[src/rtl/sram_pkg.sv]
// sram_pkg: shared definitions for the external 16-bit asynchronous SRAM port.
//   - mode_e      : command codes issued by the SRAM access sequencer
//   - RDC_*       : rdSramCount read-phase codes
//   - state_e     : pin controller state machine
//   - decode_mode : maps raw 3-bit mode to a legal code (illegal -> idle)
//   - rd_lanes    : maps a read-phase code to its lane mask {UB, LB}
package sram_pkg;

  localparam int AW_DEFAULT = 20;

  typedef enum logic [2:0] {
    MODE_IDLE  = 3'b000,
    MODE_READ  = 3'b010,
    MODE_WR_LB = 3'b100,
    MODE_WR_UB = 3'b101
  } mode_e;

  localparam logic [1:0] RDC_EVEN_ALL = 2'b00;
  localparam logic [1:0] RDC_EVEN_LB  = 2'b01;
  localparam logic [1:0] RDC_ODD_UB   = 2'b10;
  localparam logic [1:0] RDC_ODD_ALL  = 2'b11;

  typedef enum logic [2:0] {
    ST_IDLE,
    ST_READ,
    ST_WR_SETUP,
    ST_WR_STROBE,
    ST_TURN
  } state_e;

  function automatic mode_e decode_mode(input logic [2:0] raw);
    case (raw)
      3'b010:  return MODE_READ;
      3'b100:  return MODE_WR_LB;
      3'b101:  return MODE_WR_UB;
      default: return MODE_IDLE;
    endcase
  endfunction

  // Bit0 = LB, bit1 = UB.
  function automatic logic [1:0] rd_lanes(input logic [1:0] cnt);
    case (cnt)
      RDC_EVEN_LB: return 2'b01;
      RDC_ODD_UB:  return 2'b10;
      default:     return 2'b11;  // RDC_EVEN_ALL, RDC_ODD_ALL
    endcase
  endfunction

endpackage

[src/rtl/sram_port_ctrl_if.sv]
// sram_port_ctrl_if: pin bundle of the external asynchronous SRAM.
//   master : controller side, drives address/strobes/write data, reads pads
//   slave  : SRAM (or model) side
// All strobes are active-low; sram_dq_oe = 1 means the FPGA drives the bus.
interface sram_port_ctrl_if
  import sram_pkg::*;
#(
  parameter int AW = AW_DEFAULT
) ();
  logic [AW-1:0] sram_addr;
  logic          sram_ce_n;
  logic          sram_oe_n;
  logic          sram_we_n;
  logic          sram_lb_n;
  logic          sram_ub_n;
  logic [15:0]   sram_dq_o;
  logic          sram_dq_oe;
  logic [15:0]   sram_dq_i;

  modport master (
    output sram_addr, sram_ce_n, sram_oe_n, sram_we_n, sram_lb_n, sram_ub_n,
    output sram_dq_o, sram_dq_oe,
    input  sram_dq_i
  );

  modport slave (
    input  sram_addr, sram_ce_n, sram_oe_n, sram_we_n, sram_lb_n, sram_ub_n,
    input  sram_dq_o, sram_dq_oe,
    output sram_dq_i
  );
endinterface

[src/rtl/sram_rd_capture.sv]
// sram_rd_capture: read return path.
//   issue/issue_lanes : a read is being placed on the pins at the coming edge
//   dq_i              : SRAM pad data
//   rd_data/rd_mask/rd_valid : captured word, disabled lanes forced to 0
// issue is delayed one cycle to line up with the pin cycle, then the pads are
// sampled at the end of that pin cycle.
module sram_rd_capture (
  input  logic        clk100m,
  input  logic        rst,
  input  logic        issue,
  input  logic [1:0]  issue_lanes,
  input  logic [15:0] dq_i,
  output logic [15:0] rd_data,
  output logic [1:0]  rd_mask,
  output logic        rd_valid
);
  logic        issue_q, issue_d;
  logic [1:0]  lanes_q, lanes_d;
  logic [15:0] rd_data_q, rd_data_d;
  logic [1:0]  rd_mask_q, rd_mask_d;
  logic        rd_valid_q, rd_valid_d;

  always_comb begin
    issue_d    = issue;
    lanes_d    = issue_lanes;
    rd_valid_d = issue_q;
    rd_mask_d  = issue_q ? lanes_q : 2'b00;
    rd_data_d  = issue_q ? (dq_i & {{8{lanes_q[1]}}, {8{lanes_q[0]}}}) : 16'h0000;
  end

  always_ff @(posedge clk100m) begin
    if (rst) begin
      issue_q    <= 1'b0;
      lanes_q    <= 2'b00;
      rd_data_q  <= 16'h0000;
      rd_mask_q  <= 2'b00;
      rd_valid_q <= 1'b0;
    end else begin
      issue_q    <= issue_d;
      lanes_q    <= lanes_d;
      rd_data_q  <= rd_data_d;
      rd_mask_q  <= rd_mask_d;
      rd_valid_q <= rd_valid_d;
    end
  end

  assign rd_data  = rd_data_q;
  assign rd_mask  = rd_mask_q;
  assign rd_valid = rd_valid_q;
endmodule

[src/rtl/sram_port_ctrl.sv]
// sram_port_ctrl: pin-level responder for the external 16-bit async SRAM.
//   clk100m, rst       : clock, synchronous active-high reset
//   mode, rdSramCount  : command stream from the access sequencer
//   rd_addr            : read word address, sampled with each read command
//   wr_start, wr_byte  : write address clear pulse, write data byte
//   sram               : SRAM pin bundle (master side)
//   rd_data/rd_mask/rd_valid : captured read words
//   wr_done            : pulse after each UB write strobe
// Every pin is a flop; the next pin values are computed from the current
// command and state.
module sram_port_ctrl
  import sram_pkg::*;
#(
  parameter int AW = AW_DEFAULT
) (
  input  logic             clk100m,
  input  logic             rst,
  input  logic [2:0]       mode,
  input  logic [1:0]       rdSramCount,
  input  logic [AW-1:0]    rd_addr,
  input  logic             wr_start,
  input  logic [7:0]       wr_byte,
  sram_port_ctrl_if.master sram,
  output logic [15:0]      rd_data,
  output logic [1:0]       rd_mask,
  output logic             rd_valid,
  output logic             wr_done
);
  state_e        state_q, state_d;
  mode_e         prev_mode_q, prev_mode_d;
  logic [AW-1:0] addr_q, addr_d;
  logic          ce_n_q, ce_n_d, oe_n_q, oe_n_d, we_n_q, we_n_d;
  logic          lb_n_q, lb_n_d, ub_n_q, ub_n_d;
  logic [15:0]   dq_o_q, dq_o_d;
  logic          dq_oe_q, dq_oe_d;
  logic [AW-1:0] wr_addr_q, wr_addr_d;
  logic          wr_done_q, wr_done_d;
  // A read that had to wait behind a turnaround cycle.
  logic          pend_q, pend_d;
  logic [AW-1:0] pend_addr_q, pend_addr_d;
  logic [1:0]    pend_lanes_q, pend_lanes_d;

  mode_e         mode_cur;
  logic          is_wr, phase_start, in_wr, ub_strobe;
  logic          issue;
  logic [1:0]    issue_lanes;

  always_comb begin
    mode_cur    = decode_mode(mode);
    is_wr       = (mode_cur == MODE_WR_LB) || (mode_cur == MODE_WR_UB);
    phase_start = is_wr && (mode_cur != prev_mode_q);
    in_wr       = (state_q == ST_WR_SETUP) || (state_q == ST_WR_STROBE);
    ub_strobe   = (state_q == ST_WR_STROBE) && !we_n_q && !ub_n_q;

    // Clear has priority over the post-UB increment.
    wr_addr_d   = wr_start ? '0 : (ub_strobe ? wr_addr_q + AW'(1) : wr_addr_q);
    wr_done_d   = ub_strobe;
    prev_mode_d = mode_cur;

    state_d      = ST_IDLE;
    addr_d       = addr_q;
    ce_n_d       = 1'b1;
    oe_n_d       = 1'b1;
    we_n_d       = 1'b1;
    lb_n_d       = 1'b1;
    ub_n_d       = 1'b1;
    dq_o_d       = dq_o_q;
    dq_oe_d      = 1'b0;
    pend_d       = 1'b0;
    pend_addr_d  = pend_addr_q;
    pend_lanes_d = pend_lanes_q;
    issue        = 1'b0;
    issue_lanes  = 2'b00;

    if (pend_q) begin
      // Drain the delayed read; a read arriving now takes its place so a
      // stream after a turnaround stays one read per cycle. The sequencer
      // separates the last read and the next write by an idle cycle.
      state_d     = ST_READ;
      addr_d      = pend_addr_q;
      ce_n_d      = 1'b0;
      oe_n_d      = 1'b0;
      lb_n_d      = ~pend_lanes_q[0];
      ub_n_d      = ~pend_lanes_q[1];
      issue       = 1'b1;
      issue_lanes = pend_lanes_q;
      if (mode_cur == MODE_READ) begin
        pend_d       = 1'b1;
        pend_addr_d  = rd_addr;
        pend_lanes_d = rd_lanes(rdSramCount);
      end
    end else if (phase_start) begin
      // Use the next write address so a phase starting on the same edge as
      // an increment or clear already sees the updated value.
      state_d = ST_WR_SETUP;
      addr_d  = wr_addr_d;
      ce_n_d  = 1'b0;
      dq_oe_d = 1'b1;
      lb_n_d  = (mode_cur == MODE_WR_UB);
      ub_n_d  = (mode_cur == MODE_WR_LB);
      dq_o_d  = {wr_byte, wr_byte};
    end else if (mode_cur == MODE_READ) begin
      if (dq_oe_q) begin
        // Bus still driven by us: one cycle with everything released.
        state_d      = ST_TURN;
        pend_d       = 1'b1;
        pend_addr_d  = rd_addr;
        pend_lanes_d = rd_lanes(rdSramCount);
      end else begin
        state_d     = ST_READ;
        addr_d      = rd_addr;
        ce_n_d      = 1'b0;
        oe_n_d      = 1'b0;
        lb_n_d      = ~rd_lanes(rdSramCount)[0];
        ub_n_d      = ~rd_lanes(rdSramCount)[1];
        issue       = 1'b1;
        issue_lanes = rd_lanes(rdSramCount);
      end
    end else if (in_wr && is_wr) begin
      // Same write code held: strobe once right after setup, then hold data
      // with we_n high until the phase changes.
      state_d = ST_WR_STROBE;
      ce_n_d  = 1'b0;
      dq_oe_d = 1'b1;
      we_n_d  = (state_q != ST_WR_SETUP);
      lb_n_d  = lb_n_q;
      ub_n_d  = ub_n_q;
    end
  end

  always_ff @(posedge clk100m) begin
    if (rst) begin
      state_q      <= ST_IDLE;
      prev_mode_q  <= MODE_IDLE;
      addr_q       <= '0;
      ce_n_q       <= 1'b1;
      oe_n_q       <= 1'b1;
      we_n_q       <= 1'b1;
      lb_n_q       <= 1'b1;
      ub_n_q       <= 1'b1;
      dq_o_q       <= 16'h0000;
      dq_oe_q      <= 1'b0;
      wr_addr_q    <= '0;
      wr_done_q    <= 1'b0;
      pend_q       <= 1'b0;
      pend_addr_q  <= '0;
      pend_lanes_q <= 2'b00;
    end else begin
      state_q      <= state_d;
      prev_mode_q  <= prev_mode_d;
      addr_q       <= addr_d;
      ce_n_q       <= ce_n_d;
      oe_n_q       <= oe_n_d;
      we_n_q       <= we_n_d;
      lb_n_q       <= lb_n_d;
      ub_n_q       <= ub_n_d;
      dq_o_q       <= dq_o_d;
      dq_oe_q      <= dq_oe_d;
      wr_addr_q    <= wr_addr_d;
      wr_done_q    <= wr_done_d;
      pend_q       <= pend_d;
      pend_addr_q  <= pend_addr_d;
      pend_lanes_q <= pend_lanes_d;
    end
  end

  assign sram.sram_addr  = addr_q;
  assign sram.sram_ce_n  = ce_n_q;
  assign sram.sram_oe_n  = oe_n_q;
  assign sram.sram_we_n  = we_n_q;
  assign sram.sram_lb_n  = lb_n_q;
  assign sram.sram_ub_n  = ub_n_q;
  assign sram.sram_dq_o  = dq_o_q;
  assign sram.sram_dq_oe = dq_oe_q;
  assign wr_done         = wr_done_q;

  sram_rd_capture u_capture (
    .clk100m     (clk100m),
    .rst         (rst),
    .issue       (issue),
    .issue_lanes (issue_lanes),
    .dq_i        (sram.sram_dq_i),
    .rd_data     (rd_data),
    .rd_mask     (rd_mask),
    .rd_valid    (rd_valid)
  );
endmodule

[src/flat_wrapper.sv]
// flat-port wrapper written by rule: the top's interface ports become plain ports
module sram_port_ctrl_flat import sram_pkg::*;
#(
  parameter int AW = AW_DEFAULT
)
  (clk100m, rst, mode, rdSramCount, rd_addr, wr_start, wr_byte, rd_data, rd_mask, rd_valid, wr_done, sram_sram_addr, sram_sram_ce_n, sram_sram_oe_n, sram_sram_we_n, sram_sram_lb_n, sram_sram_ub_n, sram_sram_dq_o, sram_sram_dq_oe, sram_sram_dq_i);
  sram_port_ctrl_if #(.AW(AW)) sram_i ();
  input  logic clk100m;
  input  logic rst;
  input  logic [2:0] mode;
  input  logic [1:0] rdSramCount;
  input  logic [AW-1:0] rd_addr;
  input  logic wr_start;
  input  logic [7:0] wr_byte;
  output logic [15:0] rd_data;
  output logic [1:0] rd_mask;
  output logic rd_valid;
  output logic wr_done;
  output wire logic [$bits(sram_i.sram_addr)-1:0] sram_sram_addr;
  output wire logic [$bits(sram_i.sram_ce_n)-1:0] sram_sram_ce_n;
  output wire logic [$bits(sram_i.sram_oe_n)-1:0] sram_sram_oe_n;
  output wire logic [$bits(sram_i.sram_we_n)-1:0] sram_sram_we_n;
  output wire logic [$bits(sram_i.sram_lb_n)-1:0] sram_sram_lb_n;
  output wire logic [$bits(sram_i.sram_ub_n)-1:0] sram_sram_ub_n;
  output wire logic [$bits(sram_i.sram_dq_o)-1:0] sram_sram_dq_o;
  output wire logic [$bits(sram_i.sram_dq_oe)-1:0] sram_sram_dq_oe;
  input wire logic [$bits(sram_i.sram_dq_i)-1:0] sram_sram_dq_i;
  assign sram_sram_addr = sram_i.sram_addr;
  assign sram_sram_ce_n = sram_i.sram_ce_n;
  assign sram_sram_oe_n = sram_i.sram_oe_n;
  assign sram_sram_we_n = sram_i.sram_we_n;
  assign sram_sram_lb_n = sram_i.sram_lb_n;
  assign sram_sram_ub_n = sram_i.sram_ub_n;
  assign sram_sram_dq_o = sram_i.sram_dq_o;
  assign sram_sram_dq_oe = sram_i.sram_dq_oe;
  assign sram_i.sram_dq_i = sram_sram_dq_i;
  sram_port_ctrl #(.AW(AW)) u_core (.clk100m(clk100m), .rst(rst), .mode(mode), .rdSramCount(rdSramCount), .rd_addr(rd_addr), .wr_start(wr_start), .wr_byte(wr_byte), .sram(sram_i), .rd_data(rd_data), .rd_mask(rd_mask), .rd_valid(rd_valid), .wr_done(wr_done));
endmodule
[config.mk]
export PLATFORM = sky130hd
export DESIGN_NAME = sram_port_ctrl_flat
export DESIGN_NICKNAME = d
export VERILOG_FILES = /design/src/rtl/sram_pkg.sv /design/src/rtl/sram_port_ctrl_if.sv /design/src/rtl/sram_rd_capture.sv /design/src/rtl/sram_port_ctrl.sv /design/src/flat_wrapper.sv
export SDC_FILE = /design/constraint.sdc
export NUM_CORES = 1
export LEC_CHECK = 0
export ABC_AREA = 1
export BUFFER_PORTS_ARGS = -buffer_cell sky130_fd_sc_hd__buf_2
export CORE_MARGIN = 1.5
export CORE_UTILIZATION = 50
export CTS_CLUSTER_SIZE = 30
export DETAILED_ROUTE_END_ITERATION = 12
export GPL_TIMING_DRIVEN = 0
export PLACE_DENSITY = 0.74
export SLEW_MARGIN = 20
export SYNTH_ARGS = -nofsm -noshare
export SYNTH_HDL_FRONTEND = slang
export SYNTH_HIERARCHICAL = 1
export SYNTH_SLANG_ARGS = --single-unit
[constraint.sdc]
create_clock -name clk100m -period 2.9 [get_ports clk100m]
set_input_delay 0.29 -clock clk100m [delete_from_list [all_inputs] [get_ports clk100m]]
set_output_delay 0.29 -clock clk100m [all_outputs]
set_load 0.02 [all_outputs]
# [Word level (Yosys, flattened, before mapping)]
# Index checks and enable logic that the tools add are counted.
[classes] add_sub_neg=1 multipliers=0 div=0 magnitude_cmp=0 eq_ne=16 n_shift=0 mux=59 n_bitwise=8 n_reduce_logical=18
[op_table] op="20-bit 2-to-1 mux" count=11
[op_table] op="2-bit 2-to-1 mux" count=15
[op_table] op="1-bit 2-to-1 mux" count=29
[op_table] op="20-bit by 1-bit adder with 20-bit output, second input constant" count=1
[op_table] op="16-bit AND" count=1
[op_table] op="3-bit by 2-bit equality test with 1-bit output, second input constant" count=4
[op_table] op="3-bit equality test, second input constant" count=4
[op_table] op="3-bit case mux with 3 select lines" count=1
[op_table] op="1-bit inverter" count=7
[op_table] op="3-bit 2-to-1 mux" count=2
[op_table] op="5-bit OR reduction" count=1
[op_table] op="1-bit logical AND" count=4
[op_table] op="4-bit by 1-bit inequality test with 1-bit output, second input constant" count=1
[op_table] op="2-bit case mux with 2 select lines" count=1
[op_table] op="2-bit AND reduction" count=2
[op_table] op="4-bit AND reduction" count=1
[op_table] op="2-bit nonzero test" count=2
[op_table] op="2-bit OR reduction" count=2
[op_table] op="3-bit by 2-bit inequality test with 1-bit output, second input constant" count=1
[op_table] op="3-bit inequality test" count=1
[op_table] op="3-bit inequality test, second input constant" count=1
[op_table] op="3-bit nonzero test" count=1
[op_table] op="3-bit OR reduction" count=1
[op_table] op="2-bit by 1-bit equality test with 1-bit output, second input constant" count=1
[op_table] op="5 further kinds" count=7
[word_totals] reg_bits=114 latchBits=0 mem_bits_rw=0 romBits=0 inputBits=52 wordCells=124 n_memories=0

# [Longest topological paths before layout]
[logic_depth] word_depth=12 ltp_mapped=12

# [Modules after synthesis]
# The synthesis kept the hierarchy.
[by_module_without_submodules] module="sram_port_ctrl" n_inst=1 cells_per_inst=586 area_per_inst_um2=4036.4 seq_area_each_um2=1661.6
[by_module_without_submodules] module="sram_rd_capture" n_inst=1 cells_per_inst=70 area_per_inst_um2=638.1 seq_area_each_um2=440.4

# [Least setup slack after synthesis]
# OpenSTA, ideal clock, no wires.
[synth_timing] kind="flip-flop to flip-flop" from="register u_core.dq_oe_q, in the netlist u_core/sram.sram_dq_oe" to="register u_core.addr_q[11], in the netlist u_core/sram.sram_addr[11]" setup_time_ns=0.115 arrival_ns=1.391 required_ns=2.785 slack_ns=1.394 stages_incl_launch_ff=10 path_cell_list="dfxtp_1 > nand2_1 > nor2_4 > nand2_1 > nor2_1 > nand2_1 > nand3_1 > nor2_1 > nor2_1 > nor2_1"
[synth_via] elab_chain_cells=2
[synth_rtl] item="start: declaration" line="sram_port_ctrl.sv:35" rtl="logic dq_oe_q, dq_oe_d;"
[synth_rtl] item="start signal: assignment" line="sram_port_ctrl.sv:158" rtl="dq_oe_q <= dq_oe_d;"
[synth_rtl] item="3-bit inequality test (no line)"
[synth_rtl] item="2-bit AND reduction (no line)"
[synth_rtl] item="end signal: assignment" line="sram_port_ctrl.sv:151" rtl="addr_q <= addr_d;"
[synth_rtl] item="end: declaration" line="sram_port_ctrl.sv:31" rtl="logic [AW-1:0] addr_q, addr_d;"
# No other way between the ends.
# A chain may end at the register's enable or synchronous reset.

# [Worst setup path after layout]
[layout_timing] from="register u_core.wr_addr_q[0]" to="register u_core.addr_q[12], in the netlist u_core/sram.sram_addr[12]"
[layout_via] elab_chain_cells=5
[layout_rtl] item="start: declaration" line="sram_port_ctrl.sv:36" rtl="logic [AW-1:0] wr_addr_q, wr_addr_d;"
[layout_rtl] item="start signal: assignment" line="sram_port_ctrl.sv:159" rtl="wr_addr_q <= wr_addr_d;"
[layout_rtl] item="20-bit by 1-bit adder with 20-bit output" line="sram_port_ctrl.sv:56" rtl="wr_addr_d = wr_start ? '0 : (ub_strobe ? wr_addr_q + AW'(1) : wr_addr_q);"
[layout_rtl] item="20-bit 2-to-1 mux (2 in series)" line="sram_port_ctrl.sv:56"
[layout_rtl] item="20-bit 2-to-1 mux" line="sram_port_ctrl.sv:92" rtl="end else if (phase_start) begin"
[layout_rtl] item="20-bit 2-to-1 mux" line="sram_port_ctrl.sv:75" rtl="if (pend_q) begin"
# No other way between the ends.

==> qor.yml <==
num_vias: 4563
critPathLaunchType: "flop"
power_density_nw_per_um2: 495
ant_nets: 0
synth-simple-area-share_pct: 31.4
worst_path_largest_cell_delay_ps: 400
ir_drop_mv: 0.321
power_mw: 2.77
diodes: 0
place_congestion: 0.911
p_int_mw: 2.01
syn_inst: 656
netlist.area_leader.share_pct: 45.0
drv_cap: 0
stdcell_area_um2: 5590
path_clk_slew_ps: 110
path_buf_inv: 1
cts_resized: 0
grt_setup_unrepaired: "false"
syn-cell-area_um2: 4670
multi_input_area_um2: 2030
die_h_um: 99.7
post-route-period-util_pct: 60.4
dpl_cell_area_um2: 5380
p_sw_mw: 0.755
combinationalPowerShare_pct: 11.5
rows: 35
yosysWarnings: 6
htreeDepth: 3
slowest_stage: "dfxtp_1"
switching_share_pct: 27.3
arrival_ps: 2070
finalSetupViolCount: 0
drt-met1-wl_um: 5600
finalMaxSlewViolations: 0
ys_seq_area_share_pct: 45.0
overflow: 0
ys_ff_latch: 105
grt_usage_pct: 25.4
muxShareOfSynthArea_pct: 0
seq_area_um2: 2100
synth_ff_type: "dfxtp_1"
min_period_ps: 1750
cts-root-buf: "clkbuf_8"
port_buffers: 113
drc_errors: 0
first_pass_iters: 5
dr.max_layer_used: "met4"
numCtsBuffers: 9
final_nets: 833
synth_top_cell_by_area: "dfxtp_1"
grt_pass1_wl_um: 20100
cts_tree: "yes"
viasPerCell: 5.09
fin_hold_ws_ps: 129
synth-xor-area-share_pct: 0
syn_area_per_cell_um2: 7.13
grt_max_degree: 20
synth-adder-area-share_pct: 0.268
drt-total-wl_um: 12200
cp.required_ps: 3220
wl_met2_um: 5790
synth_edf_count: 0
p_leak_nw: 2.52
power_frac_seq_pct: 54.3
fmax_mhz: 571
drt_iter0_drc: 245
crit_family: "simple AND/OR/NAND/NOR gates"
status: "complete, no violations"
core_um2: 9150
drive_gt1_share_pct: 23.3
die_x_um: 99.7
synth_nets: 709
relSlewSlack_pct: 63.2
end_kind: "flop"
wire_per_inst_um: 13.6
cts.sink_count: 105
dieArea_um2: 9940
path_class: "flop to flop"
fin_skew_ps: 11.5
dp_hpwl_um: 9360
ios: 114
ys_async_sr_fraction_pct: 0
holdBufCountCts: 0
antenna_found_initial: 0
clk_latency_ps: 370
ys_types: 33
r2r_setup_slack_ps: 1150
hold_violations: 0
ys_top_cells_by_area: "dfxtp_1 (45%), nand2_1 (9.6%), nor2_1 (8.9%), inv_1 (6.1%), nand3_1 (5.6%)"
synth_compound_area_share_pct: 11.8
path_max_fanout: 6
fill_cells: 841
hold_path_class: "input pin to flop"
clockBufferDepth: 2
crit_chain: "ha_1, nand2_1, inv_1, nand3_1, nor2_2, nand2_1, nand2_1, nand3_1, nor2_1, nor2_1, nor2_1"
start_util_pct: 51.1
syn_to_final_growth_pct: 19.6
met3_length_um: 648
setup_tns_ps: 0
final_util_pct: 61.1
clkPwrFrac_pct: 34.2
synth_top_family_by_area: "simple AND/OR/NAND/NOR gates"
postCtsSetupRepairBufs: 0
grt_pass1_vias: 4275
worst_pin_slew_ps: 548
==> power by group through the flow <==
stage,registers [mW],clock network [mW],logic (mW)
final,1.50,0.948,0.317
after CTS,1.50,0.972,0.318
after floorplan,1.57,0,0.156
after detailed placement,1.54,0,0.317
after global routing,1.51,1.03,0.350
after global placement,1.53,0,0.312
==> cell usage after synthesis (3+ instances only) <==
| cell type | n |
|---|---|
| nand2_1 | 120 |
| nor2_1 | 111 |
| dfxtp_1 | 105 |
| inv_1 | 76 |
| nand3_1 | 52 |
| a21oi_1 | 37 |
| o21ai_0 | 33 |
| o21ai_1 | 17 |
| nand4_1 | 15 |
| clkbuf_1 | 13 |
| buf_4 | 10 |
| or2_2 | 7 |
| buf_2 | 6 |
| buf_6 | 6 |
| inv_2 | 6 |
| o21bai_1 | 6 |
| nor2_2 | 5 |
| nor3_1 | 4 |
| o211ai_1 | 4 |
| buf_1 | 3 |
| nand3_2 | 3 |
| nand3_4 | 3 |
==> placed cells by master (no fill, tap or decap), drive strengths merged, types with 3 or more instances in the layout <==
cell type / Yosys / routed
or2: 7 / 7
o21ai: 52 / 52
buf: 25 / 138
nand2: 124 / 124
dfxtp: 105 / 105
a21oi: 37 / 37
nand3: 58 / 58
nor3: 5 / 5
inv: 82 / 85
o21bai: 6 / 6
clkbuf: 13 / 22
clkinv: 0 / 3
nor2: 117 / 117
nand4: 15 / 15
o211ai: 4 / 4
==> state kept, by name (all words and copies together), names as in the netlist, 2 cells and up <==
signal / count
u_core/pend_addr_q: 20
u_core/pend_lanes_q: 2
u_core/prev_mode_q: 3
u_core/sram.sram_addr: 20
u_core/sram.sram_dq_o: 8
u_core/state_q: 2
u_core/u_capture/lanes_q: 2
u_core/u_capture/rd_data: 16
u_core/u_capture/rd_mask: 2
u_core/wr_addr_q: 20
==> area by class of cell <==
class                           instances  area share [%]
Multi-Input combinational cell        431            36.4
Timing Repair Buffer                  113            10.1
Clock buffer                            9            2.22
Sequential cell                       105            37.6
Inverter                               82            5.51
Tap cell                              111            2.48
Clock inverter                          7            1.54
Buffer                                 38            4.16
==> kinds of logic (layout without fill, tap and decap cells) <==
kind of cell,count (synthesis),in the layout
compound gates,102,102
flops,105,105
buf+inv,120,249
simple gates,328,328
fa+ha+maj,1,1
==> routing by layer <==
layer / track usage, % / vias up
li1: - / 2327
met3: 4.36 / 8
met5: 0 / -
met4: 6.39 / 0
met1: 34.7 / 2091
met2: 41.8 / 137
==> worst reg2reg max path: cells and delay by family (launching register included) <==
kind,cells,cell delay (ps)
fa+ha+maj,1,210
buf+inv,1,90
flops,1,400
simple gates,9,1010
==> worst paths after layout <==
| kind | from | end | cells after the start |
|---|---|---|---|
| setup reg to reg | u_core/wr_addr_q[0] | u_core/sram.sram_addr[12] | 11 |
| hold reg to reg | u_core/pend_addr_q[13] | u_core/pend_addr_q[13] | 2 |
| hold / removal | mode[1] | u_core/prev_mode_q[0] | 2 |
| setup / recovery | u_core/wr_addr_q[0] | u_core/sram.sram_addr[12] | 11 |
==> per-stage QoR <==
stage	cells	worst slack, ps
3_5_place_dp	880	1110
2_1_floorplan	656	1390
5_1_grt	896	949
6_report	896	1150
4_1_cts	896	1140
3_3_place_gp	880	1140
(Power assumes the default switching activity.)
